--- src/rtl/text_writer.sv ---
// ---------------------------------------------------------------------------
// text_writer
//
// Turns a stream of ASCII bytes into writes to a character VRAM that holds
// a text screen of ROWS x COLS visible cells. The VRAM address layout is
// {row[4:0], col[5:0]}, which matches the display reader, so every row
// owns 64 cells even when fewer than 64 are visible.
//
// After reset the whole 2048-cell VRAM is filled with spaces. The block then
// accepts bytes. Printable bytes are drawn at the cursor and advance it.
// LF, and running off the right edge, move the cursor to column 0 of the
// next row (wrapping to row 0) and blank that row before more input is
// taken. CR returns the cursor to column 0. Other control bytes are consumed
// silently.
//
// Build option:
//   TEXT_WRITER_BACKSPACE_EN - when defined, 0x08 steps the cursor one
//                              column left and blanks that cell. When the
//                              cursor is already in column 0 it does
//                              nothing. When the macro is undefined, 0x08
//                              is an ordinary ignored control byte.
//
// Parameters:
//   COLS  visible text columns per row (1..64)
//   ROWS  visible text rows (1..32)
//
// Ports:
//   clk         rising-edge clock
//   reset       asynchronous, active-high reset
//   in_valid    a character byte is offered on in_data
//   in_data     character byte (ASCII)
//   in_ready    the byte is taken on this cycle; depends only on state
//   vram_waddr  registered VRAM write address {row, col}
//   vram_wdata  registered VRAM write data
//   vram_we     registered VRAM write strobe
//   cur_row     cursor row, always 0..ROWS-1
//   cur_col     cursor column, always 0..COLS-1
// ---------------------------------------------------------------------------
module text_writer #(
  parameter int COLS = 40,
  parameter int ROWS = 30
) (
  input  logic        clk,
  input  logic        reset,
  input  logic        in_valid,
  input  logic [7:0]  in_data,
  output logic        in_ready,
  output logic [10:0] vram_waddr,
  output logic [7:0]  vram_wdata,
  output logic        vram_we,
  output logic [4:0]  cur_row,
  output logic [5:0]  cur_col
);

  localparam logic [7:0] SPACE    = 8'h20;
  localparam logic [7:0] CH_LF    = 8'h0A;
  localparam logic [7:0] CH_CR    = 8'h0D;
  localparam logic [5:0] LAST_COL = 6'(COLS - 1);
  localparam logic [4:0] LAST_ROW = 5'(ROWS - 1);

  typedef enum logic [1:0] {
    CLR_ALL  = 2'd0,
    IDLE     = 2'd1,
    CLR_LINE = 2'd2
  } state_t;

  state_t      state_q, state_d;
  logic [11:0] cnt_q,   cnt_d;
  logic [4:0]  row_q,   row_d;
  logic [5:0]  col_q,   col_d;
  logic [10:0] waddr_q, waddr_d;
  logic [7:0]  wdata_q, wdata_d;
  logic        we_q,    we_d;
  logic        newline;

  // 0x20..0x7E and the whole upper half (0x80..0xFF) are drawn as glyphs.
  function automatic logic is_printable(input logic [7:0] b);
    return ((b >= 8'h20) && (b <= 8'h7E)) || b[7];
  endfunction

  function automatic logic [4:0] next_row(input logic [4:0] r);
    return (r == LAST_ROW) ? 5'd0 : r + 5'd1;
  endfunction

  // -------------------------------------------------------------------------
  // Next-state and write-port logic
  // -------------------------------------------------------------------------
  always_comb begin
    state_d = state_q;
    cnt_d   = cnt_q;
    row_d   = row_q;
    col_d   = col_q;
    waddr_d = waddr_q;
    wdata_d = wdata_q;
    we_d    = 1'b0;
    newline = 1'b0;

    case (state_q)
      CLR_ALL: begin
        // Counter runs 0..2047 issuing writes; bit 11 set marks the extra
        // turnaround cycle that holds in_ready low one cycle past the last
        // write.
        if (!cnt_q[11]) begin
          we_d    = 1'b1;
          waddr_d = cnt_q[10:0];
          wdata_d = SPACE;
          cnt_d   = cnt_q + 12'd1;
        end else begin
          state_d = IDLE;
          cnt_d   = '0;
          row_d   = '0;
          col_d   = '0;
        end
      end

      CLR_LINE: begin
        // All 64 physical cells of the row are blanked, not just the
        // visible ones; bit 6 marks the turnaround cycle.
        if (!cnt_q[6]) begin
          we_d    = 1'b1;
          waddr_d = {row_q, cnt_q[5:0]};
          wdata_d = SPACE;
          cnt_d   = cnt_q + 12'd1;
        end else begin
          state_d = IDLE;
          cnt_d   = '0;
        end
      end

      IDLE: begin
        if (in_valid) begin
          if (is_printable(in_data)) begin
            we_d    = 1'b1;
            waddr_d = {row_q, col_q};
            wdata_d = in_data;
            if (col_q == LAST_COL) begin
              newline = 1'b1;
            end else begin
              col_d = col_q + 6'd1;
            end
          end else if (in_data == CH_LF) begin
            newline = 1'b1;
          end else if (in_data == CH_CR) begin
            col_d = '0;
`ifdef TEXT_WRITER_BACKSPACE_EN
          end else if ((in_data == 8'h08) && (col_q != 6'd0)) begin
            col_d   = col_q - 6'd1;
            we_d    = 1'b1;
            waddr_d = {row_q, col_q - 6'd1};
            wdata_d = SPACE;
`endif
          end
        end
      end

      default: begin
        state_d = CLR_ALL;
        cnt_d   = '0;
      end
    endcase

    // Shared by LF and by a glyph landing in the last column; the glyph
    // write (if any) is already in the output register, so the row clear
    // starts on the following cycle without colliding with it.
    if (newline) begin
      col_d   = '0;
      row_d   = next_row(row_q);
      state_d = CLR_LINE;
      cnt_d   = '0;
    end
  end

  // -------------------------------------------------------------------------
  // State, cursor and registered VRAM write port
  // -------------------------------------------------------------------------
  always_ff @(posedge clk or posedge reset) begin
    if (reset) begin
      state_q <= CLR_ALL;
      cnt_q   <= '0;
      row_q   <= '0;
      col_q   <= '0;
      waddr_q <= '0;
      wdata_q <= '0;
      we_q    <= 1'b0;
    end else begin
      state_q <= state_d;
      cnt_q   <= cnt_d;
      row_q   <= row_d;
      col_q   <= col_d;
      waddr_q <= waddr_d;
      wdata_q <= wdata_d;
      we_q    <= we_d;
    end
  end

  assign in_ready   = (state_q == IDLE);
  assign vram_waddr = waddr_q;
  assign vram_wdata = wdata_q;
  assign vram_we    = we_q;
  assign cur_row    = row_q;
  assign cur_col    = col_q;

endmodule

--- config.mk ---
export PLATFORM = sky130hd
export DESIGN_NAME = text_writer
export DESIGN_NICKNAME = d
export VERILOG_FILES = /design/src/rtl/text_writer.sv
export SDC_FILE = /design/constraint.sdc
export NUM_CORES = 1
export LEC_CHECK = 0
export BUFFER_PORTS_ARGS = -buffer_cell sky130_fd_sc_hd__buf_2
export CORE_MARGIN = 3
export CORE_UTILIZATION = 59
export DETAILED_ROUTE_END_ITERATION = 10
export GPL_ROUTABILITY_DRIVEN = 0
export GPL_TIMING_DRIVEN = 0
export PLACE_DENSITY = 0.83
export REMOVE_ABC_BUFFERS = 1
export SETUP_SLACK_MARGIN = 0.4
export SLEW_MARGIN = 40
export SYNTH_ARGS = -nofsm -noshare
export SYNTH_HDL_FRONTEND = slang
export SYNTH_SLANG_ARGS = --single-unit
--- constraint.sdc ---
create_clock -name clk -period 3.2 [get_ports clk]
set_clock_uncertainty 0.05 [all_clocks]
set_input_delay 0.48 -clock clk [delete_from_list [all_inputs] [get_ports clk]]
set_output_delay 0.48 -clock clk [all_outputs]
set_load 0.02 [all_outputs]
Word-level counts from Yosys, hierarchy flattened
Index checks and enable logic that the tools add are counted.

Register bits: 45. Memory bits (writable): 0. ROM bits: 0. Memories kept: 0. Logic and storage cells: 80. Output and inout port bits: 32. Bits of input ports: 11. Bits in latches: 0.

Bitwise logic cells: 0. Multipliers: 0. Shift operators: 0. Div/mod/pow operators: 0. Reductions and logical operators: 11. $add $sub $neg: 3. Equal/unequal tests: 17. Mux-type cells: 40. Order comparisons: 2.

Operators with widths (count): two-way mux 11 bit (4); two-way mux 6 bit (7); two-way mux 12 bit (3); case mux 12 bit (3 select lines) (1); case mux 11 bit (3 select lines) (1); two-way mux 8 bit (4); case mux 8 bit (3 select lines) (1); two-way mux 5 bit (4); equality test 8 x 4 -> 1 bit, second input constant (2); adder 12 x 1 -> 12 bit, second input constant (1); case mux 6 bit (2 select lines) (1); two-way mux 1 bit (9); >= comparator 8 x 6 -> 1 bit, second input constant (1); <= comparator 8 x 7 -> 1 bit, second input constant (1); inequality test 4 bit, second input constant (2); adder 6 x 1 -> 6 bit, second input constant (1); equality test 6 bit, second input constant (1); two-way mux 2 bit (3); inequality test 2 bit, second input constant (3); inequality test 3 bit, second input constant (2); case mux 2 bit (3 select lines) (1); AND reduction 6 bit (1); nonzero test 3 bit (2); adder 5 x 1 -> 5 bit, second input constant (1); 14 further kinds (16).

Logic depth before layout (Yosys ltp)
Gate-level depths: netlist of the first run.

Word-level depth: 8. Gate-level depth with buffers: 8. Mapped depth without buffers: 8.

Worst setup path before layout of the first run
OpenSTA, ideal clock, no wires.

Path kind: reg2reg. Start point: reg state_q[1]. End point: reg col_q[1] (netlist: cur_col[1]). Data required time: 3025 ps. Path buffers: 1. Data arrival time: 1996 ps. Setup time: 125 ps. Slack: 1029 ps. Period minus slack after synthesis: 2171 ps. Cell stages (with the launch flop): 9. Cells stage by stage: dfrtp_1 inv_1 ha_1 clkbuf_1 nand3b_1 o311ai_0 a22o_2 nor3b_4 a2bb2o_1.

Cells in the longest elaborated chain, start to end: 4. Elaborated cells on any way between the ends: 12. Classes of those cells: 6 x eq/ne; 3 x mux; 3 x reduce/logical.

RTL lines: from (decl) (line 67) `state_t state_q, state_d;`; from (signal assigned) (line 186) `state_q <= state_d;`; equality test 2 x 1 -> 1 bit (*); via in_ready (line 47) `output logic in_ready,`; two-way mux 1 bit (line 98) `case (state_q)`; inequality test 4 bit (no line) (tied with other cells); AND reduction 6 bit (no line); to (signal assigned) (line 189) `col_q <= col_d;`; to (decl) (line 70) `logic [5:0] col_q, col_d;`.

Mark *: on every way through the listed nets, which the timed path passes. The rest lies on a longest branch. A chain may end at the register's enable or synchronous reset.

Worst setup path in the final report of the first run
Start point: reg state_q[1]. End point: reg col_q[1] (netlist: cur_col[1]).

Cells in the longest elaborated chain, start to end: 4. Elaborated cells on any way between the ends: 12. Classes of those cells: 6 x eq/ne; 3 x mux; 3 x reduce/logical.

RTL lines (line): equality test 2 x 1 -> 1 bit (98); two-way mux 1 bit (98); inequality test 4 bit (no line) (tied with other cells); AND reduction 6 bit (no line).

Several ways; a longest one is shown, not always the timed one.

==> impl_metrics.yaml, run 1 <==
synth:
  synth_adder_area_share_pct: 4.70
  synth_seq_cells: 45
  synthCells: 292
  synth_top_family_by_area: "compound AO/OA/AOI/OAI gates"
  synth_compound_area_share_pct: 23.3
  syn-cell-area_um2: 2660
  synth_warnings: 0
  synthMuxAreaShare_pct: 2.12
  yosys.cell_types.count: 58
  synth_top_area_cell: "dfrtp_1"
  synth-edff-count: 0
  yosysTopAreaCellShare_pct: 42.3
  synthSimpleGateAreaFrac_pct: 21.9
  ys.flop_type: "dfrtp_1"
  synthTopCellsByArea: "dfrtp_1 42%, ha_1 4.7%, nor2_1 3.8%"
  avgSynthCellArea_um2: 9.11
  synth.most_common_cell: "dfrtp_1"
  yosys-top-cells-count: "45 x dfrtp_1, 27 x nor2_1, 22 x inv_1"
  ys_seq_area_share_pct: 42.3
  synth-xor-area-share_pct: 0.329
  ys_async_sr_fraction_pct: 100
routing:
  postRouteAntennaNets: 0
  viasPerCell: 6.19
  wire_per_inst_um: 15.8
  vias: 2370
  drcViolationCount: 0
  wl_um: 6050
  drt-pass1-iter-count: 5
  initialDrtViolationCount: 168
timing:
  tns_ns: 0
  setup_viol: 0
  final.min_clock_period_ns: 2.49
  max_freq_mhz: 402
  fin_crit_sh_pct: 77.7
  hold_viol_final: 0
  rsz0062_at_grt: "false"
  maxSlewHeadroom_pct: 59.3
  slew_viol_final: 0
  worst_hold_slack_ns: 0.0449
  worst_slew_pin_slew_ns: 0.606
clocking:
  cts_tree: "built"
  h-tree-depth: 2
  cts.sinks: 45
  ctsHoldBuffers: 0
  cts_root_buffer: "clkbuf_8"
  clockBufferDepth: 2
  clk_latency_ns: 0.30
  clkSlewWorstSetupHoldPaths_ns: 0.09
  numCtsBuffers: 5
global_routing:
  grt_overflow: 0
  grt_pass1_vias: 2222
  grt.total_usage_pct: 24.2
  antenna_found_initial: 0
  grt_pass1_wl_um: 10200
  grt_max_degree: 30
worst_setup_path:
  worstSetupPathType: "flop to flop"
  cp_max_fo: 7
  required_ns: 3.34
  end_kind: "flop"
  crit_arrival_ns: 2.63
  start_kind: "flop"
power:
  p_leak_nw: 1.45
  peakVddDrop_mv: 0.333
  p_per_area_nw_per_um2: 341
flow_run:
  drv_cap: 0
floorplan:
  fp-row-count: 23
  io_pins: 43
  fp.dieH_um: 73.2
  die-area_um2: 5350
  chipWidth_um: 73.2
  start_util_pct: 63.8
  core_um2: 4170
cells_and_area:
  syn2layout_area_growth_pct: 15.9
  diodes: 0
  layout-drive-gt1-share_pct: 20.7
  fin_nets: 353
run_status:
  status: "finished, final reports clean"
placed_design:
  port_buffers: 42
  hpwl_um: 4460
min_path:
  hold_path.class: "input port to asynchronous set/reset pin"
## power by group
part / total, mW / internal, mW / switching, mW
clock: 0.446 / 0.255 / 0.192
sequential: 0.568 / 0.568 / 0
combinational: 0.0381 / 0.0112 / 0.0269
## stage by stage
stage / instances / worst slack [ns] / utilization (%) / power, mW / cell area (um^2)
after global routing: 383 / 0.658 / 73.9 / 1.09 / 3090
after detailed placement: 375 / 0.460 / 70.9 / 0.618 / 2960
final: 383 / 0.712 / 73.9 / 1.05 / 3090
after floorplan: 280 / 0.564 / - / 0.596 / 2610
after CTS: 383 / 0.436 / 73.6 / 1.06 / 3070
after global placement: 372 / 0.147 / 69.0 / 0.612 / 2880
## flip-flops by register name (all words and copies together), names as in the netlist
register    count
cnt_q          12
cur_col         6
cur_row         5
state_q         2
vram_waddr     11
vram_wdata      8
vram_we         1
## logic make-up after synthesis
group,count (synthesis)
buf+inv,35
simple gates,104
compound gates,92
flops,45
mux,5
fa+ha+maj,10
xor+xnor,1
## final cells by class
type                    count  area, um^2
clock buffers               7        86.3
clock inverters             1        30.0
fillers                   321        1090
inverters                  23        88.8
multi-input cells         212        1420
flip-flops and latches     45        1130
well taps                  50        62.6
repair buffers             45         269
## path summary, 6_finish.rpt
kind	from	endpoint	slack, ns	cells past startpoint
worst max-delay path	state_q[1]	cur_col[1]	0.71	7
worst min register to register	vram_waddr[8]	vram_waddr[8]	0.44	1
min in group clk	in_data[4]	vram_wdata[4]	0.41	3
max in group asynchronous	reset	cnt_q[10]	2.62	3
worst min-delay path	reset	cur_col[2]	0.04	2
worst max register to register	state_q[1]	cur_col[1]	0.71	7
## per-layer routing
layer	routed length, um	GRT usage (%)
met1	2620	32.6
met5	0	0
met3	449	4.41
met4	70	7.17
met2	2910	39.7
## worst max-delay path, cell delays in order, from the launching register on
cell and delay (ns):
dfrtp_1 0.42, inv_1 0.16, ha_1 0.28, nor2b_1 0.46, o311ai_0 0.18, a22o_2 0.34
nor3b_4 0.19, a2bb2o_1 0.28
## placed cells by master, fill, tap and decap left out, types with 2 or more instances in the layout
cell type	instances
nor4b_1	2
dfrtp_1	45
o21ai_1	11
a211o_1	3
ha_1	9
o31ai_1	3
nand2b_1	4
a211oi_1	2
and3_1	3
mux2i_1	3
nand3_1	18
nor4b_2	2
a22oi_1	7
a31oi_1	4
o21ai_0	9
o21a_1	4
nand2_1	15
nand3b_1	2
nand4_1	5
buf_2	42
nor2_1	27
o22ai_1	2
o31ai_2	2
clkbuf_8	6
nor2b_1	7
o211ai_1	7
a21oi_1	20
or3_1	2
nor3_1	6
a21o_1	4
inv_1	21
a22o_1	4
## what timing repair did
action / 4_1_cts / 5_1_grt
endpoints found under the setup margin: 0 / 6
resized for setup: 0 / 2
setup buffers: 0 / 0
No activity file was read; power rests on OpenSTA's default activity.
==> inputs of run 2 (changes only) <==
- CORE_UTILIZATION: 59 -> 51
- PLACE_DENSITY: 0.83 -> 0.76
- clock period: 3.2 -> 2.15 ns (I/O delays scaled with it)
==> impl_metrics.yaml, run 2 (synthesis results as in run 1) <==
timing:
  slew_viol_final: 0
  layout_setup_ws_ns: 0.0596
  worst_hold_slack_ns: 0.238
  max_freq_mhz: 478
  hold_viol_final: 0
  rsz0062_at_grt: "true"
  worst_slew_pin_slew_ns: 0.424
  final.min_clock_period_ns: 2.09
  setup_viol: 0
  fin_crit_sh_pct: 97.2
  maxSlewHeadroom_pct: 71.5
global_routing:
  grt_pass1_vias: 2499
  antenna_found_initial: 0
  grt.total_usage_pct: 25.9
  grt_pass1_wl_um: 12600
  grt_overflow: 0
  grt_max_degree: 33
worst_setup_path:
  required_ns: 2.34
  cpPeakStageDelay_ns: 0.47
  crit_family: "simple AND/OR/NAND/NOR gates"
  r2r-end: "cur_row[2]"
  cp_max_fo: 6
  end_kind: "flop"
  critPathSlowestCell: "dfrtp_1"
  reg2reg_slack_ns: 0.06
  worstRegToRegCells: 9
  critPathBufInv: 4
  r2r-start: "cur_col[4]"
  worstPathCellList: "nand3b_1, buf_4, nor2_4, a211oi_4, buf_4, buf_6, buf_6, nor4b_2, a211o_1"
  crit_arrival_ns: 2.28
  start_kind: "flop"
  worstSetupPathType: "flop to flop"
cells_and_area:
  n_fill_cell: 332
  layout_commonest_cell: "dfrtp_1"
  fin_nets: 393
  largest_reg_flops: 12
  syn2layout_area_growth_pct: 35.2
  utilization_pct: 73.7
  final_cell_mix: "44 x dfrtp_1, 39 x buf_2, 32 x buf_4"
  diodes: 0
  layout-drive-gt1-share_pct: 36.7
  top_register: "cnt_q"
routing:
  viasPerCell: 6.28
  drt-pass1-iter-count: 5
  wire_per_inst_um: 18.7
  initialDrtViolationCount: 293
  wl_um: 8170
  vias: 2749
  postRouteAntennaNets: 0
  drcViolationCount: 0
floorplan:
  io_pins: 43
  die-area_um2: 6120
  core_um2: 4880
  fp-row-count: 25
  fp.dieH_um: 78.2
  chipWidth_um: 78.2
  start_util_pct: 54.5
clocking:
  numCtsBuffers: 5
  cts_tree: "built"
  clockBufferDepth: 2
  clkSlewWorstSetupHoldPaths_ns: 0.08
  clk_latency_ns: 0.30
  cts.sinks: 45
  h-tree-depth: 2
  cts_root_buffer: "clkbuf_8"
min_path:
  holdCritStartpoint: "in_data[5]"
  min_to: "vram_wdata[5]"
  hold_path.class: "input port to flop"
  whs_path_depth: 3
placed_design:
  port_buffers: 42
  hpwl_um: 4460
  dp_slack_ns: -0.584
run_status:
  status: "finished, final reports clean"
flow_run:
  drv_cap: 0
power:
  p_leak_nw: 1.67
  peakVddDrop_mv: 0.246
  p_per_area_nw_per_um2: 393
[run 2: changes by cell type in the layout (fill, tap and decap cells not counted), moves of 3 or more]
cell,change
buf_4,+32
buf_6,+9
nor2_1,-5
buf_2,-3
ha_1,-3
nor2_2,+3
nor3_1,-3
[run 2: cell type report]
type                    count  area [um^2]  area share [%]
multi-input cells         213         1630            45.3
flip-flops and latches     45         1130            31.3
repair buffers             84          593            16.5
inverters                  23         88.8            2.47
well taps                  67         83.8            2.33
clock buffers               5         68.8            1.91
clock inverters             1         5.00           0.139
[run 2: metal layers]
layer	GRT usage [%]	wire, um	part of all wire (%)	vias up
li1	-	-	-	1224
met1	35.0	3320	41	1345
met2	42.6	3980	49	152
met3	4.70	603	7.4	28
met4	7.52	266	3.3	0
met5	0	0	0	-
[run 2: through the flow]
step | cells | area (um^2) | setup TNS [ns] | power, mW
after floorplan | 280 | 2610 | -5.83 | 0.886
after global placement | 389 | 2900 | -23.60 | 0.911
after detailed placement | 391 | 2950 | -4.65 | 0.919
after CTS | 430 | 3480 | 0 | 1.41
after global routing | 438 | 3600 | 0 | 1.46
final | 438 | 3600 | 0 | 1.41
[run 2: worst max path at each step]
stage,to,cells after the start,startpoint
floorplan,cur_col[4],7,state_q[1]
global placement,cur_col[4],7,state_q[1]
detailed placement,cur_col[4],7,state_q[1]
CTS,cur_col[4],8,state_q[0]
global route,cur_row[2],9,cur_col[4]
finish,cur_row[2],9,cur_col[4]
[run 2: timing repair]
item	CTS	global route
setup buffers	30	8
resized for setup	48	14
cloned	2	0
pin swaps	24	9
endpoints found under the setup margin	45	45
hold buffers	1	0
hold endpoints to repair	13	0
[run 2: worst min-delay path, stage by stage]
cell	delay (ns)
buf_6	0.11
inv_1	0.04
a31oi_1	0.07
[run 2: report_power, final]
part | switching (mW) | leakage (nW) | internal (mW)
combinational | 0.0455 | 1.05 | 0.0226
clock | 0.286 | 0.0399 | 0.215
sequential | 0 | 0.584 | 0.845
